<file path="src/rtl/muldiv_unit_if.sv">
// Request/result bundle between the issue logic and the iterative multiply/divide unit.
interface muldiv_unit_if #(parameter int XLEN = 32);
    logic            start;
    logic [1:0]      op;
    logic [XLEN-1:0] A;
    logic [XLEN-1:0] B;
    logic [5:0]      RDin;
    logic            busy;
    logic            done;
    logic [5:0]      RD;
    logic [XLEN-1:0] WRD;
    logic            Wreg;

    modport master (
        output start, op, A, B, RDin,
        input  busy, done, RD, WRD, Wreg
    );

    modport slave (
        input  start, op, A, B, RDin,
        output busy, done, RD, WRD, Wreg
    );
endinterface

</file>
<file path="src/rtl/muldiv_unit.sv">
// Iterative unsigned MUL/MULHU/DIVU/REMU unit: one bit per cycle, fixed 32-iteration latency,
// registered register-file write port.
module muldiv_unit #(
    parameter int XLEN = 32
) (
    input  logic         clk,
    input  logic         reset,
    muldiv_unit_if.slave bus
);

    typedef enum logic [1:0] {
        IDLE = 2'd0,
        MUL  = 2'd1,
        DIV  = 2'd2,
        DONE = 2'd3
    } state_t;

    state_t            state_r;
    state_t            state_next_s;
    logic [5:0]        cnt_r;
    logic [1:0]        op_r;
    logic [5:0]        rd_idx_r;
    logic [XLEN-1:0]   mcand_r;
    logic [XLEN-1:0]   dvsr_r;
    logic [2*XLEN-1:0] acc_r;
    logic [XLEN:0]     rem_r;
    logic [XLEN-1:0]   quo_r;

    logic              busy_r;
    logic              done_r;
    logic              wreg_r;
    logic [XLEN-1:0]   wrd_r;
    logic [5:0]        rd_r;

    logic [XLEN:0]     sum_s;
    logic [2*XLEN-1:0] acc_next_s;
    logic [XLEN:0]     shift_s;
    logic [XLEN+1:0]   diff_s;
    logic [XLEN:0]     rem_next_s;
    logic [XLEN-1:0]   quo_next_s;
    logic [XLEN-1:0]   result_s;
    logic              last_iter_s;

    assign last_iter_s = (cnt_r == 6'(XLEN - 1));

    // Next-state logic of the control FSM.
    always_comb begin
        state_next_s = state_r;
        case (state_r)
            IDLE: begin
                if (bus.start) begin
                    state_next_s = bus.op[1] ? DIV : MUL;
                end else begin
                    state_next_s = IDLE;
                end
            end
            MUL, DIV: begin
                if (last_iter_s) begin
                    state_next_s = DONE;
                end else begin
                    state_next_s = state_r;
                end
            end
            DONE:    state_next_s = IDLE;
            default: state_next_s = IDLE;
        endcase
    end

    // One shift-add step and one restoring-division step, plus final result selection.
    always_comb begin
        sum_s      = {1'b0, acc_r[2*XLEN-1:XLEN]} + (acc_r[0] ? {1'b0, mcand_r} : {(XLEN+1){1'b0}});
        acc_next_s = {sum_s, acc_r[XLEN-1:1]};
        shift_s    = {rem_r[XLEN-1:0], quo_r[XLEN-1]};
        diff_s     = {1'b0, shift_s} - {2'b00, dvsr_r};
        // A borrow means the shifted remainder was smaller than the divisor: restore it.
        if (diff_s[XLEN+1]) begin
            rem_next_s = shift_s;
            quo_next_s = {quo_r[XLEN-2:0], 1'b0};
        end else begin
            rem_next_s = diff_s[XLEN:0];
            quo_next_s = {quo_r[XLEN-2:0], 1'b1};
        end
        case (op_r)
            2'b00:   result_s = acc_next_s[XLEN-1:0];
            2'b01:   result_s = acc_next_s[2*XLEN-1:XLEN];
            2'b10:   result_s = quo_next_s;
            2'b11:   result_s = rem_next_s[XLEN-1:0];
            default: result_s = {XLEN{1'b0}};
        endcase
    end

    // Control FSM state register.
    always_ff @(posedge clk) begin
        if (reset) begin
            state_r <= IDLE;
        end else begin
            state_r <= state_next_s;
        end
    end

    // Operand capture and iterative datapath.
    always_ff @(posedge clk) begin
        if (reset) begin
            cnt_r    <= 6'd0;
            op_r     <= 2'b00;
            rd_idx_r <= 6'd0;
            mcand_r  <= {XLEN{1'b0}};
            dvsr_r   <= {XLEN{1'b0}};
            acc_r    <= {(2*XLEN){1'b0}};
            rem_r    <= {(XLEN+1){1'b0}};
            quo_r    <= {XLEN{1'b0}};
        end else begin
            case (state_r)
                IDLE: begin
                    if (bus.start) begin
                        cnt_r    <= 6'd0;
                        op_r     <= bus.op;
                        rd_idx_r <= bus.RDin;
                        mcand_r  <= bus.A;
                        dvsr_r   <= bus.B;
                        acc_r    <= {{XLEN{1'b0}}, bus.B};
                        rem_r    <= {(XLEN+1){1'b0}};
                        quo_r    <= bus.A;
                    end
                end
                MUL: begin
                    acc_r <= acc_next_s;
                    cnt_r <= cnt_r + 6'd1;
                end
                DIV: begin
                    rem_r <= rem_next_s;
                    quo_r <= quo_next_s;
                    cnt_r <= cnt_r + 6'd1;
                end
                default: begin
                    cnt_r <= cnt_r;
                end
            endcase
        end
    end

    // Registered outputs; WRD/RD are loaded only when entering DONE and hold otherwise.
    always_ff @(posedge clk) begin
        if (reset) begin
            busy_r <= 1'b0;
            done_r <= 1'b0;
            wreg_r <= 1'b0;
            wrd_r  <= {XLEN{1'b0}};
            rd_r   <= 6'd0;
        end else begin
            busy_r <= (state_next_s != IDLE);
            done_r <= (state_next_s == DONE);
            wreg_r <= (state_next_s == DONE) && (rd_idx_r != 6'd0);
            if ((state_r == MUL || state_r == DIV) && last_iter_s) begin
                wrd_r <= result_s;
                rd_r  <= rd_idx_r;
            end
        end
    end

    assign bus.busy = busy_r;
    assign bus.done = done_r;
    assign bus.Wreg = wreg_r;
    assign bus.WRD  = wrd_r;
    assign bus.RD   = rd_r;

endmodule

</file>
<file path="src/flat_wrapper.sv">
// flat-port wrapper written by rule: the top's interface ports become plain ports
module muldiv_unit_flat 
#(
    parameter int XLEN = 32
)
  (clk, reset, bus_start, bus_op, bus_A, bus_B, bus_RDin, bus_busy, bus_done, bus_RD, bus_WRD, bus_Wreg);
  muldiv_unit_if #(.XLEN(XLEN)) bus_i ();
  input  logic clk;
  input  logic reset;
  input wire logic [$bits(bus_i.start)-1:0] bus_start;
  input wire logic [$bits(bus_i.op)-1:0] bus_op;
  input wire logic [$bits(bus_i.A)-1:0] bus_A;
  input wire logic [$bits(bus_i.B)-1:0] bus_B;
  input wire logic [$bits(bus_i.RDin)-1:0] bus_RDin;
  output wire logic [$bits(bus_i.busy)-1:0] bus_busy;
  output wire logic [$bits(bus_i.done)-1:0] bus_done;
  output wire logic [$bits(bus_i.RD)-1:0] bus_RD;
  output wire logic [$bits(bus_i.WRD)-1:0] bus_WRD;
  output wire logic [$bits(bus_i.Wreg)-1:0] bus_Wreg;
  assign bus_i.start = bus_start;
  assign bus_i.op = bus_op;
  assign bus_i.A = bus_A;
  assign bus_i.B = bus_B;
  assign bus_i.RDin = bus_RDin;
  assign bus_busy = bus_i.busy;
  assign bus_done = bus_i.done;
  assign bus_RD = bus_i.RD;
  assign bus_WRD = bus_i.WRD;
  assign bus_Wreg = bus_i.Wreg;
  muldiv_unit #(.XLEN(XLEN)) u_core (.clk(clk), .reset(reset), .bus(bus_i));
endmodule
</file>
<file path="config.mk">
export PLATFORM = sky130hd
export DESIGN_NAME = muldiv_unit_flat
export DESIGN_NICKNAME = d
export VERILOG_FILES = /design/src/rtl/muldiv_unit_if.sv /design/src/rtl/muldiv_unit.sv /design/src/flat_wrapper.sv
export SDC_FILE = /design/constraint.sdc
export NUM_CORES = 1
export LEC_CHECK = 0
export ABC_AREA = 1
export BUFFER_PORTS_ARGS = -buffer_cell sky130_fd_sc_hd__buf_2
export CORE_MARGIN = 8
export CORE_UTILIZATION = 40
export CTS_CLUSTER_SIZE = 8
export DETAILED_ROUTE_END_ITERATION = 16
export PLACE_DENSITY = 0.68
export SYNTH_ARGS = -nofsm -noshare
export SYNTH_HDL_FRONTEND = slang
export SYNTH_SLANG_ARGS = --single-unit
</file>
<file path="constraint.sdc">
create_clock -name clk -period 2.45 [get_ports clk]
set_input_delay 0.3675 -clock clk [delete_from_list [all_inputs] [get_ports clk]]
set_output_delay 0.3675 -clock clk [all_outputs]
set_load 0.01 [all_outputs]
</file>
==> flow_summary.json <==
{
  "syn_nets": 2606,
  "routed_wirelength_mm": 62.81,
  "crit_top_cell": "nand2_2",
  "drt.antenna.violating_nets": 0,
  "cp_data_required_time_ns": 2.91,
  "drc": 0,
  "yosysSeqAreaShare_pct": 32.56,
  "clk_pin_slew_ns": 0.06,
  "cts_sinks": 249,
  "dieHeight_um": 211.6,
  "post-dp-hpwl_mm": 44.70,
  "switching_share_pct": 29.96,
  "numCtsBuffers": 37,
  "grt_pass1_wl_mm": 93.42,
  "grt_pass1_vias": 17150,
  "via_per_inst": 5.429,
  "endpoint": "u_core.bus.WRD[25]",
  "min_path_type": "input port to flop",
  "violations": "setup timing",
  "final.period_utilization_pct": 105.2,
  "ys_ff_latch": 249,
  "hold_ws_ns": 0.1087,
  "first_pass_iters": 7,
  "synth_area_mm2": 0.01531,
  "die_w_um": 211.6,
  "start_kind": "flop",
  "vdd_drop_max_v": 0.0004899,
  "slowest_delay_ns": 0.37,
  "grt_max_degree": 110,
  "final_cell_area_mm2": 0.02194,
  "worst_slew_pin_slew_ns": 0.8270,
  "fin_ws_ns": -0.1283,
  "cts_hold_buffers": 0,
  "clk_latency_ns": 0.54,
  "crit_type": "flop to flop",
  "pwr-share-comb_pct": 19.1,
  "hold_viol_final": 0,
  "reg2reg_to": "u_core.bus.WRD[25]",
  "r2r-start": "u_core.acc_r[0]",
  "fmax_mhz": 387.9,
  "critical_path.startpoint": "u_core.acc_r[0]",
  "track_usage_pct": 26.15,
  "r2r_slack_ns": -0.13,
  "io_pins": 116,
  "crit_slowest_cell": "dfxtp_4",
  "crit_arrival_ns": 3.04,
  "routed-via-count": 17990,
  "p_clk_share_pct": 41.9,
  "fin_nets": 2943,
  "synth.distinct_cells": 45,
  "status": "finished, violations left",
  "rsz0062_at_grt": "true",
  "synth_cells": 2461,
  "place.port_buffers": 115,
  "intPower_mw": 7.935,
  "initial_core_util_pct": 40.65,
  "rows": 71,
  "slew_headroom_pct": 44.86,
  "routedWlPerCell_um": 18.96,
  "p_seq_share_pct": 39.0,
  "slew_violations": 0,
  "gr-total-overflow": 0,
  "setup_viol": 19,
  "synth_area_per_cell_um2": 6.221,
  "h-tree-depth": 2,
  "syn_to_final_growth_pct": 43.34,
  "leakage_nw": 10.31,
  "drtIter0Drc": 1466,
  "reg2reg_depth": 19,
  "gp_congestion": 0.9931,
  "end_kind": "flop",
  "max_cap_viol_count": 0,
  "synthArstFlopShare_pct": 0,
  "clock_skew_ns": 0.02546,
  "root_buffer": "clkbuf_16",
  "crit_chain": "buf_12 -> buf_16 -> nand2_4 -> inv_4 -> ha_4 -> a21oi_4 -> o21ai_2 -> nand2_1 -> nand2_2 -> buf_6 -> a21oi_4 -> nand2_2 -> nand2_2 -> nand3_2 -> nand2_2 -> inv_2 -> nand2_2 -> nand2_1 -> a21oi_1",
  "dpl_cell_area_mm2": 0.01801,
  "pwr_density_cell_mw_per_mm2": 516.2,
  "synth-edff-count": 0,
  "ys_warn_count": 0,
  "fin_util_pct": 58.26,
  "coreArea_mm2": 0.03767,
  "cts_tree": "yes",
  "crit_fanout": 5,
  "ys.flop_type": "dfxtp_1",
  "fin_crit_ns": 2.578,
  "dieArea_mm2": 0.04479,
  "drive_above_1_share_pct": 32.52,
  "clk_path_buf_depth": 3,
  "power.switching_mw": 3.393,
  "antenna_found_initial": 1
}
-- cell type report --
type                       count  area, um2
antenna                        1      2.502
clock buffer                  38      950.9
clock inverter                 4      71.32
fill                        3490      15720
inverter                     304       1165
multi-input combinational   1794      11010
sequential                   249       5002
tap                          511      639.4
timing repair buffer         412       3099
-- registers in the layout, summed over array words and instances (netlist names) --
name	flops
u_core.bus.WRD	32
u_core.rem_r	32
u_core.acc_r	64
u_core.bus.Wreg	1
u_core.rd_idx_r	6
u_core.bus.busy	1
u_core.state_r	2
u_core.op_r	2
u_core.cnt_r	6
u_core.bus.done	1
u_core.bus.RD	6
u_core.mcand_r	32
u_core.dvsr_r	32
u_core.quo_r	32
-- metal layers --
layer	GRT usage, %	routed length (um)	vias to the layer above
met4	12.53	3175	2
li1	-	-	8586
met5	0	12	-
met3	4.570	5614	154
met2	41.15	27580	786
met1	34.36	26420	8457
-- repair_timing --
item | CTS | global route
pin swaps | 61 | 129
resized for setup | 260 | 317
buffers inserted | 25 | 29
cloned | 2 | 2
setup endpoints to repair | 51 | 61
-- critical path, delay by kind of cell, from the launching register on --
kind	cells	cell delay, ns
AOI/OAI and AO/OA	4	0.64
adders and majority gates	1	0.27
buffers and inverters	5	0.51
DFF	1	0.37
and+or+nand+nor	9	0.70
-- placed cells by master (no fill, tap or decap), types with 11 or more instances in the layout --
cell type | Yosys | layout
a31oi_1 | 29 | 29
dfxtp_2 | 0 | 11
buf_4 | 0 | 269
inv_2 | 2 | 47
o21ai_2 | 5 | 22
nand4_1 | 14 | 14
a21oi_1 | 273 | 233
dfxtp_1 | 249 | 237
a21oi_4 | 0 | 13
nand2_4 | 1 | 37
nor2_2 | 1 | 17
a21oi_2 | 7 | 34
inv_1 | 298 | 249
buf_6 | 5 | 11
clkbuf_16 | 0 | 40
ha_1 | 68 | 15
xnor2_1 | 15 | 12
nand3_1 | 136 | 96
o21ai_0 | 205 | 175
o21ai_1 | 6 | 13
nand2_2 | 4 | 105
nand2_1 | 664 | 525
buf_12 | 0 | 14
buf_2 | 2 | 114
ha_4 | 0 | 52
nand3_2 | 1 | 32
nor2_4 | 0 | 20
nor2_1 | 268 | 232
-- Yosys cell counts, drive strengths merged, types with 7 or more instances --
cell,n,area [um2]
a21oi,280,1428
a31oi,29,181.4
buf,9,73.82
clkbuf,105,394.1
dfxtp,249,4985
ha,68,850.8
inv,301,1132
nand2,669,2529
nand3,137,690.7
nand3b,9,67.56
nand4,14,87.58
nor2,269,1012
nor3,20,111.4
o211ai,7,52.55
o21ai,216,1100
o21bai,11,82.58
or2,16,100.1
xnor2,15,131.4
xor2,13,113.9
-- worst min path at each step --
| stage | start | end | slack [ns] | cells after the start |
|---|---|---|---|---|
| 3_5_place_dp | u_core.dvsr_r[21] | u_core.dvsr_r[21] | 0.45 | 2 |
| 6_report | bus_RDin[0] | u_core.rd_idx_r[0] | 0.11 | 3 |
| 3_3_place_gp | u_core.dvsr_r[9] | u_core.dvsr_r[9] | 0.45 | 2 |
| 5_1_grt | bus_A[28] | u_core.quo_r[28] | 0.13 | 3 |
| 2_1_floorplan | u_core.dvsr_r[10] | u_core.dvsr_r[10] | 0.43 | 2 |
| 4_1_cts | bus_RDin[0] | u_core.rd_idx_r[0] | 0.10 | 3 |
-- power by group through the flow --
stage / combinational, mW / sequential [mW] / clock (mW)
floorplan: 1.05 / 4.42 / 0
global placement: 1.78 / 4.47 / 0
detailed placement: 1.80 / 4.48 / 0
CTS: 1.97 / 4.40 / 4.81
global route: 2.34 / 4.43 / 4.96
finish: 2.16 / 4.41 / 4.75
-- per-stage QoR --
stage,cells,TNS [ns],power (mW),worst slack (ns)
2_1_floorplan,2461,0,5.472,0.02456
3_3_place_gp,3214,-6.010,6.247,-0.3256
3_5_place_dp,3214,-6.189,6.274,-0.3416
4_1_cts,3282,-0.2723,11.18,-0.09412
5_1_grt,3312,-4.194,11.73,-0.2474
6_report,3313,-1.077,11.33,-0.1283
-- cells by family (layout without fill, tap and decap cells) --
group / Yosys count / after routing / synth area share [%]
xor+xnor: 28 / 28 / 1.602
simple gates: 1143 / 1143 / 30.41
other cells: 0 / 1 / 0
flops: 249 / 249 / 32.56
fa+ha+maj: 70 / 70 / 5.819
compound gates: 553 / 553 / 19.08
buf+inv: 418 / 758 / 10.53
No activity file was read; power rests on OpenSTA's default activity.
